### src/rtl/sat_pkg.sv
// Shared types for the SAT solver trail logic.
// Assignment kinds and trail controller states.
package sat_pkg;

    typedef enum logic {
        DECIDED = 1'b0,
        FORCED  = 1'b1
    } assign_type_e;

    typedef enum logic {
        IDLE   = 1'b0,
        UNWIND = 1'b1
    } trail_state_e;

endpackage

### src/rtl/trail_mem.sv
// Trail entry storage: one synchronous write port,
// one asynchronous read port, no reset on the array.
module trail_mem #(
    parameter int W     = 9,
    parameter int DEPTH = 128,
    parameter int AW    = 7
) (
    input  logic          clock,
    input  logic          we,
    input  logic [AW-1:0] waddr,
    input  logic [W-1:0]  wdata,
    input  logic [AW-1:0] raddr,
    output logic [W-1:0]  rdata
);

    logic [W-1:0] mem [DEPTH];

    always_ff @(posedge clock) begin
        if (we) begin
            mem[waddr] <= wdata;
        end
    end

    assign rdata = mem[raddr];

endmodule

### src/rtl/trail_stack.sv
// Assignment trail for a DPLL-style SAT solver: push/pop of
// {var, val, type} entries plus a multi-cycle unwind to the last decision.
module trail_stack
    import sat_pkg::*;
#(
    parameter int VAR_W = 7,
    parameter int DEPTH = 128,
    parameter int CNT_W = $clog2(DEPTH + 1)
) (
    input  logic             clock,
    input  logic             reset,
    input  logic             push,
    input  logic             pop,
    input  logic             backtrack,
    input  logic [VAR_W-1:0] var_in,
    input  logic             val_in,
    input  logic             type_in,
    output logic [VAR_W-1:0] var_out,
    output logic             val_out,
    output logic             type_out,
    output logic             out_valid,
    output logic             busy,
    output logic             bt_done,
    output logic             unsat,
    output logic             empty,
    output logic             full,
    output logic [CNT_W-1:0] count,
    output logic [CNT_W-1:0] level,
    output logic             err
);

    localparam int EW = VAR_W + 2;
    localparam int AW = (DEPTH > 1) ? $clog2(DEPTH) : 1;

    trail_state_e     state_q, state_d;
    logic [CNT_W-1:0] count_q, count_d;
    logic [CNT_W-1:0] level_q, level_d;
    logic             err_q, err_d;

    logic             we;
    logic [AW-1:0]    waddr;
    logic [EW-1:0]    wdata;
    logic [AW-1:0]    raddr;
    logic [EW-1:0]    rdata;

    logic [CNT_W-1:0] top_idx;
    logic [VAR_W-1:0] top_var;
    logic             top_val;
    assign_type_e     top_type;
    logic             is_empty;
    logic             is_full;
    logic             top_dec;
    logic             in_dec;
    logic             flip;

    assign top_idx  = count_q - 1'b1;
    assign raddr    = top_idx[AW-1:0];
    assign top_var  = rdata[EW-1:2];
    assign top_val  = rdata[1];
    assign top_type = assign_type_e'(rdata[0]);
    assign is_empty = (count_q == '0);
    assign is_full  = (count_q == CNT_W'(DEPTH));
    assign top_dec  = !is_empty && (top_type == DECIDED);
    assign in_dec   = (type_in == DECIDED);

    trail_mem #(
        .W     (EW),
        .DEPTH (DEPTH),
        .AW    (AW)
    ) u_mem (
        .clock (clock),
        .we    (we),
        .waddr (waddr),
        .wdata (wdata),
        .raddr (raddr),
        .rdata (rdata)
    );

    always_comb begin
        state_d = state_q;
        count_d = count_q;
        level_d = level_q;
        err_d   = 1'b0;
        we      = 1'b0;
        waddr   = count_q[AW-1:0];
        wdata   = {var_in, val_in, type_in};
        unique case (state_q)
            IDLE: begin
                if (backtrack) begin
                    state_d = UNWIND;
                end else if (push && pop && !is_empty) begin
                    // Replace top in place; count is unchanged.
                    we      = 1'b1;
                    waddr   = top_idx[AW-1:0];
                    level_d = level_q - CNT_W'(top_dec)
                            + CNT_W'(in_dec);
                end else if (push) begin
                    if (is_full) begin
                        err_d = 1'b1;
                    end else begin
                        we      = 1'b1;
                        count_d = count_q + 1'b1;
                        level_d = level_q + CNT_W'(in_dec);
                    end
                end else if (pop) begin
                    if (is_empty) begin
                        err_d = 1'b1;
                    end else begin
                        count_d = count_q - 1'b1;
                        level_d = level_q - CNT_W'(top_dec);
                    end
                end
            end
            UNWIND: begin
                if (is_empty) begin
                    state_d = IDLE;
                end else if (top_type == FORCED) begin
                    count_d = count_q - 1'b1;
                end else begin
                    // Flip the decision and turn it into a forced entry.
                    we      = 1'b1;
                    waddr   = top_idx[AW-1:0];
                    wdata   = {top_var, ~top_val, 1'b1};
                    level_d = level_q - 1'b1;
                    state_d = IDLE;
                end
            end
        endcase
    end

    always_ff @(posedge clock or posedge reset) begin
        if (reset) begin
            state_q <= IDLE;
            count_q <= '0;
            level_q <= '0;
            err_q   <= 1'b0;
        end else begin
            state_q <= state_d;
            count_q <= count_d;
            level_q <= level_d;
            err_q   <= err_d;
        end
    end

    assign busy      = (state_q == UNWIND);
    assign out_valid = busy && !is_empty;
    assign flip      = out_valid && (top_type == DECIDED);
    assign bt_done   = flip;
    assign unsat     = busy && is_empty;

    assign var_out  = is_empty ? '0 : top_var;
    assign val_out  = is_empty ? 1'b0 : (top_val ^ flip);
    assign type_out = is_empty ? 1'b0 : (flip | rdata[0]);

    assign empty = is_empty;
    assign full  = is_full;
    assign count = count_q;
    assign level = level_q;
    assign err   = err_q;

endmodule

### config.mk
export PLATFORM = sky130hd
export DESIGN_NAME = trail_stack
export DESIGN_NICKNAME = d
export VERILOG_FILES = /design/src/rtl/sat_pkg.sv /design/src/rtl/trail_mem.sv /design/src/rtl/trail_stack.sv
export SDC_FILE = /design/constraint.sdc
export NUM_CORES = 1
export LEC_CHECK = 0
export CAP_MARGIN = 10
export CORE_MARGIN = 2
export CORE_UTILIZATION = 40
export DETAILED_ROUTE_END_ITERATION = 10
export SKIP_LAST_GASP = 1
export SLEW_MARGIN = 20
export SYNTH_ARGS = -nofsm -noshare
export SYNTH_HDL_FRONTEND = slang
export SYNTH_SLANG_ARGS = --single-unit
### constraint.sdc
create_clock -name clock -period 17.66 [get_ports clock]
set_clock_uncertainty 0.2 [all_clocks]
set_input_delay 1.766 -clock clock [delete_from_list [all_inputs] [get_ports clock]]
set_output_delay 1.766 -clock clock [all_outputs]
set_load 0.1 [all_outputs]
---- Word-level counts from Yosys, hierarchy flattened ----
Memory sizes are Yosys's and may differ from the RTL's.
Cells that the tools add are included.
word-level totals
  input port bits ......................... 14
  bits in writable memories ............... 1152
  memories kept ........................... 1
  bits in registers ....................... 18
memory list
  name       words  bits a word  read ports  clocked after memory_dff  write ports  RTL line         text
  u_mem.mem  128    9            1           0                         1            trail_mem.sv:16  logic [W-1:0] mem [DEPTH];
operators by class
  muxes and demuxes ....................... 49
  reductions and logical operators ........ 10
  equal/unequal tests ..................... 12
  bitwise operators ....................... 6
  add/subtract/negate cells ............... 6
operators by type and width
  operator                                                                  count
  8-bit two-way mux                                                         16
  7-bit two-way mux                                                         5
  8-bit one-hot mux with 2 select lines                                     2
  9-bit two-way mux                                                         3
  1-bit two-way mux                                                         20
  8-bit by 1-bit adder with 8-bit output                                    2
  8-bit by 1-bit subtractor with 8-bit output (second input constant)       2
  7-bit one-hot mux with 2 select lines                                     1
  4-bit inequality test (second input constant)                             3
  3-bit inequality test (second input constant)                             3
  8-bit by 1-bit adder with 8-bit output (second input constant)            1
  8-bit equality test (second input constant)                               1
  8-bit logical NOT                                                         1
  2-bit inequality test (second input constant)                             4
  8-bit by 1-bit subtractor with 8-bit output                               1
  7-bit AND reduction                                                       1
  1-bit logical AND                                                         6
  6-bit AND reduction                                                       1
  1-bit inverter                                                            4
  1-bit one-hot mux with 2 select lines                                     2
  2-bit by 1-bit inequality test with 1-bit output (second input constant)  1
  1-bit logical NOT                                                         1
  1-bit OR                                                                  1
  1-bit bitwise XOR                                                         1

---- Logic depth before layout (Yosys ltp) ----
An unclocked memory read counts as a cell.
  word-level depth ........................ 11
  mapped depth ............................ 25
  depth with buffers taken out ............ 20

---- Modules after synthesis ----
A second synthesis with hierarchy kept.
unflattened totals
  cells, all modules ...................... 2123
  area, all modules ....................... 46555.9 um2
modules (own cells, without submodules)
  module       instances  cells each  area an instance (um2)
  trail_mem    1          1807        44348.8
  trail_stack  1          316         2207.1

---- Least setup slack after synthesis ----
Ideal clock, no wire load.
  kind .................................... reg-to-reg
  start point ............................. reg count_q[0], in the netlist count[0]
  end point ............................... mem u_mem.mem[0][0], data pin
  setup slack ............................. 7.341 ns
  required time ........................... 16.258 ns
  stages on the path, launching flop included .. 14
  arrival ................................. 8.917 ns
  cells stage by stage .................... dfrtp_1 > buf_2 > inv_1 > buf_2 > ha_1 > buf_4 > xor2_4 > mux4_2 > nand2_1 > a211oi_2 > a2111oi_4 > a32oi_2 > buf_4 > o21ai_0
between the ends
  longest elaborated chain between the ends .. 5
  elaborated cells between the ends (all ways) .. 6
  classes of those cells .................. add/sub (1); mux (3); reduce/logical (1); memory (1)
ends and longest elaborated chain
  item                                         RTL line            text
  start: declaration                           trail_stack.sv:36   logic [CNT_W-1:0] count_q, count_d;
  start signal: assignment                     trail_stack.sv:139  count_q <= count_d;
  8-bit by 1-bit subtractor with 8-bit output  --
  memory read 128 x 9 bit                      --
  9-bit two-way mux                            trail_stack.sv:117  end else if (top_type == FORCED) begin
  9-bit two-way mux (*)                        trail_stack.sv:115  if (is_empty) begin
  9-bit two-way mux (*)                        trail_stack.sv:87   unique case (state_q)
  named net u_mem.wdata[0]                     trail_mem.sv:11     input logic [W-1:0] wdata,
  end: declaration                             trail_mem.sv:16
The timed path passes the listed nets; every way through them passes the cells marked *.

---- Worst setup path in the final report ----
  start point ............................. reg count_q[0], in the netlist count[0]
  end point ............................... out val_out
between the ends
  longest elaborated chain between the ends .. 6
  elaborated cells between the ends (all ways) .. 9
  classes of those cells .................. add/sub (1); mux (1); bitwise (2); reduce/logical (4); memory (1)
ends and longest elaborated chain
  item                                                                              RTL line                                text
  8-bit by 1-bit subtractor with 8-bit output or 8-bit logical NOT (tied branches)  --
  memory read 128 x 9 bit or 1-bit logical NOT (tied branches)                      --
  1-bit inverter or 1-bit logical AND (tied branches)                               trail_stack.sv:147, trail_stack.sv:146
  1-bit logical AND                                                                 trail_stack.sv:147                      assign flip = out_valid && (top_type == DECIDED);
  1-bit bitwise XOR                                                                 trail_stack.sv:152                      assign val_out = is_empty ? 1'b0 : (top_val ^ flip);
  1-bit two-way mux (*)                                                             trail_stack.sv:152
  end: declaration                                                                  trail_stack.sv:19                       output logic val_out,
Every way passes the cells marked *; elsewhere a longest branch is shown, timed or not.

==> results.md <==
- Outcome: complete, no violations
- Area added between synthesis and finish: 15.4%
- Final-report setup violation count: 0
- Setup repair after global routing missed its margin: false
- Worst EP arrival: 7.82 ns
- Capturing point of the worst reg2reg path: level[6]
- Vias in the first global route: 25039
- Clock Pin Slew Worst Setup and Hold Paths: 0.06 ns
- Mean instance size in the synthesized netlist: 19.5 sq um
- DP Worst Slack: 8.55 ns
- Height of the die: 348 microns
- Type of the most critical hold path: reg2reg
- Routability cong.: 0.858
- Total of buffers placed on input and output ports: 45
- Post-synth cell types: 79
- Met3 usage in global routing: 3.02%
- Total overflow reported by the global router: 0
- Reg-to-reg setup timing slack: 9.94 ns
- Met2 track utilization from global routing: 30.5%
- Clock root buffer: sky130_fd_sc_hd__clkbuf_16
- Post-synthesis instance area: 47400 sq um
- Number of buffers added by the clock tree synthesis step: 114
- Number of pins with negative max-slew slack in the final report: 0
- Antenna violations before repair: 0
- Critical Setup Path Class: reg2out
- Worst hold slack: 0.471 ns
- Core footprint: 118000 sq um
- Area of all placed cells without fillers: 54700 sq um
- DR DRC count: 0
- Proportion of layout cells with a drive suffix above 1: 28.0%
- Setup Fix Bufs, Post-CTS: 0
- Largest fanout of any net on the critical path: 88
- Total track usage: 19.3%
- Critical register-to-register path startpoint: count[0]
- Largest net degree at the start of global routing: 101
- Starting density of the core: 40.3%
- Via count: 24701
- Drt initial violations: 2897
- Die Area: 121000 sq um
- Post-synth EDFFs: 1152
- Worst r2r path cells: 20
- Share of synthesized area occupied by flip-flops and latches: 73.9%
- Insertion delay of the later-clocked pin in the worst-skew pair: 0.70 ns
- Setup ws final: 7.88 ns
- Met1 Track Usage GR: 28.2%
- Antenna diode count: 0
- Instance area at placement: 51000 sq um
- Site Rows: 126
- Sink count of the clock tree: 1170
- GR peak layer: met2
- Post-Route WL: 117000 microns
- Max Clk Rate: 102 MHz
- Number of placed I/O pins: 46
- Period utilization: 55.4%
- Setup total negative slack: 0 ns
- Endpoint with the worst hold slack: level[7]
- Startpoint class of the critical path: register
- Most used DFF post-synth: sky130_fd_sc_hd__edfxtp_1
- Count of hold buffers inserted by post-cts repair: 0
- Post-CTS sizing: 0
- Worst hold path startpoint: level[7]
- Final Critical Period: 9.78 ns
- Final hold violation count: 0
- Required time of the critical path: 15.69 ns
- Residual antenna-violating net count after detailed routing: 0
- Gate count after technology mapping: 2433
- Crit path capture type: output port
- Drt wl/cell: 27.7 microns
- CTS max path bufs: 3
- Slew at the pin closest to its max-slew limit: 1.19 ns
- Clock tree from TritonCTS: done
- Final net count: 2604
- Max-cap check violation count: 0
- Number of cells on the worst hold path: 2
- Via count normalized by instance count: 5.86
- Synth warn: 0
- Worst relative slew slack: 20.1%
- Synthesized netlist net count: 2457
- Synth async-reset ratio: 1.54%
- Router iterations before antenna repair: 5
- Number of H-tree branching levels: 3
- #FFs+latches synth: 1170
- Wire length of the first global-routing pass: 173000 microns
- Dpl hpwl: 69400 microns
- Die width: 348 microns
==> cells by family after synthesis <==
logic type      share of synthesized area [%]
compound gates                           2.38
xor+xnor                                0.501
fa+ha+maj                               0.264
buf+inv                                  1.71
flops                                    73.9
mux                                      15.5
simple gates                             5.79
==> metrics by stage <==
step	std cells	utilization (%)
after global routing	4212	46.5
after floorplan	2433	-
final	4212	46.5
after CTS	4212	46.4
after global placement	3999	43.1
after detailed placement	4000	43.3
==> cell type report <==
type	instances	area (sq um)
Clock buffer	141	3000
Clock inverter	71	704
Fill cell	9663	63000
Inverter	15	56.3
Multi-Input combinational cell	1077	12300
Sequential cell	1170	35000
Tap cell	1536	1920
Timing Repair Buffer	202	1690
==> worst max path at each step <==
stage	from	endpoint	slack, ns	cells after the start
2_1_floorplan	count[0]	u_mem.mem[0][0]	7.34	13
3_3_place_gp	count[0]	val_out	8.58	14
3_5_place_dp	count[0]	val_out	8.55	14
4_1_cts	count[0]	val_out	7.76	14
5_1_grt	count[0]	val_out	7.47	14
6_report	count[0]	val_out	7.88	14
==> metal layers <==
layer | up-vias | share of wire, %
met5 | - | 0
met4 | 0 | 2.2
met1 | 13170 | 44
li1 | 10369 | -
met2 | 985 | 48
met3 | 177 | 6.6
==> critical path: stages, from the launching register on <==
cell                              delay (ns)
sky130_fd_sc_hd__dfrtp_4                0.71
sky130_fd_sc_hd__buf_4                  0.66
sky130_fd_sc_hd__buf_12                 0.63
sky130_fd_sc_hd__buf_4                  0.76
sky130_fd_sc_hd__mux4_2                 0.59
sky130_fd_sc_hd__mux2i_1                0.37
sky130_fd_sc_hd__nor3_1                 0.11
sky130_fd_sc_hd__a211oi_2               0.40
sky130_fd_sc_hd__a32oi_2                0.09
sky130_fd_sc_hd__buf_4                  0.24
sky130_fd_sc_hd__nor2_4                 0.11
sky130_fd_sc_hd__buf_4                  0.37
sky130_fd_sc_hd__xor2_1                 0.13
sky130_fd_sc_hd__nor2_1                 0.40
sky130_fd_sc_hd__clkdlybuf4s50_1        1.24
==> cell usage after synthesis, types with 4 or more instances <==
cell | n | area, sq um
sky130_fd_sc_hd__o21ai_1 | 5 | 25.0
sky130_fd_sc_hd__mux4_1 | 4 | 105
sky130_fd_sc_hd__clkbuf_1 | 95 | 357
sky130_fd_sc_hd__a21o_1 | 4 | 30.0
sky130_fd_sc_hd__mux2_2 | 4 | 45.0
sky130_fd_sc_hd__nor2_1 | 44 | 165
sky130_fd_sc_hd__xor2_1 | 7 | 61.3
sky130_fd_sc_hd__nor4_1 | 57 | 357
sky130_fd_sc_hd__nor2b_1 | 4 | 25.0
sky130_fd_sc_hd__ha_1 | 10 | 125
sky130_fd_sc_hd__o22ai_1 | 7 | 43.8
sky130_fd_sc_hd__a31oi_1 | 12 | 75.1
sky130_fd_sc_hd__xnor2_1 | 17 | 149
sky130_fd_sc_hd__and3_1 | 20 | 125
sky130_fd_sc_hd__a221oi_1 | 4 | 35.0
sky130_fd_sc_hd__buf_2 | 56 | 280
sky130_fd_sc_hd__nand3_1 | 97 | 485
sky130_fd_sc_hd__a21boi_0 | 4 | 30.0
sky130_fd_sc_hd__mux4_2 | 311 | 7000
sky130_fd_sc_hd__nor4_2 | 13 | 163
sky130_fd_sc_hd__edfxtp_1 | 1152 | 34600
sky130_fd_sc_hd__and2_1 | 7 | 43.8
sky130_fd_sc_hd__inv_1 | 14 | 52.6
sky130_fd_sc_hd__nand4_1 | 6 | 37.5
sky130_fd_sc_hd__nor3_1 | 87 | 435
sky130_fd_sc_hd__nand2_1 | 209 | 785
sky130_fd_sc_hd__dfrtp_1 | 18 | 450
sky130_fd_sc_hd__a311oi_1 | 18 | 158
sky130_fd_sc_hd__a211oi_1 | 4 | 30.0
sky130_fd_sc_hd__buf_1 | 12 | 45.0
sky130_fd_sc_hd__buf_4 | 5 | 37.5
sky130_fd_sc_hd__a21oi_1 | 24 | 120
sky130_fd_sc_hd__mux2i_1 | 16 | 160
sky130_fd_sc_hd__o21ai_0 | 21 | 105
==> placed cells by master, fill, tap and decap left out, types with 5 or more instances in the layout <==
cell type	Yosys	final
sky130_fd_sc_hd__edfxtp_1	1152	1152
sky130_fd_sc_hd__mux4_2	311	311
sky130_fd_sc_hd__nand2_1	209	209
sky130_fd_sc_hd__buf_4	5	151
sky130_fd_sc_hd__clkbuf_16	0	116
sky130_fd_sc_hd__nand3_1	97	97
sky130_fd_sc_hd__nor3_1	87	74
sky130_fd_sc_hd__clkdlybuf4s50_1	0	45
sky130_fd_sc_hd__nor2_1	44	43
sky130_fd_sc_hd__nor4_2	13	37
sky130_fd_sc_hd__clkinv_1	1	27
sky130_fd_sc_hd__clkbuf_1	95	25
sky130_fd_sc_hd__clkinv_2	0	24
sky130_fd_sc_hd__and3_1	20	20
sky130_fd_sc_hd__o21ai_0	21	20
sky130_fd_sc_hd__nor4_4	0	20
sky130_fd_sc_hd__a311oi_1	18	18
sky130_fd_sc_hd__a21oi_1	24	17
sky130_fd_sc_hd__dfrtp_1	18	17
sky130_fd_sc_hd__mux2i_1	16	16
sky130_fd_sc_hd__inv_1	14	14
sky130_fd_sc_hd__xnor2_1	17	14
sky130_fd_sc_hd__nor4_1	57	13
sky130_fd_sc_hd__nor3_2	0	13
sky130_fd_sc_hd__bufinv_16	0	13
sky130_fd_sc_hd__a31oi_1	12	12
sky130_fd_sc_hd__ha_1	10	9
sky130_fd_sc_hd__and2_1	7	7
sky130_fd_sc_hd__xor2_1	7	7
sky130_fd_sc_hd__a21oi_4	0	7
sky130_fd_sc_hd__nand4_1	6	6
sky130_fd_sc_hd__o22ai_1	7	5
sky130_fd_sc_hd__o22ai_2	3	5
==> state kept, by name (all words and copies together) (netlist names) <==
name,cells
busy,1
count,8
err,1
level,8
u_mem.mem,1152
Power is not shown: default switching activity piles up to over one toggle a cycle in this logic, so the estimate is an artifact.
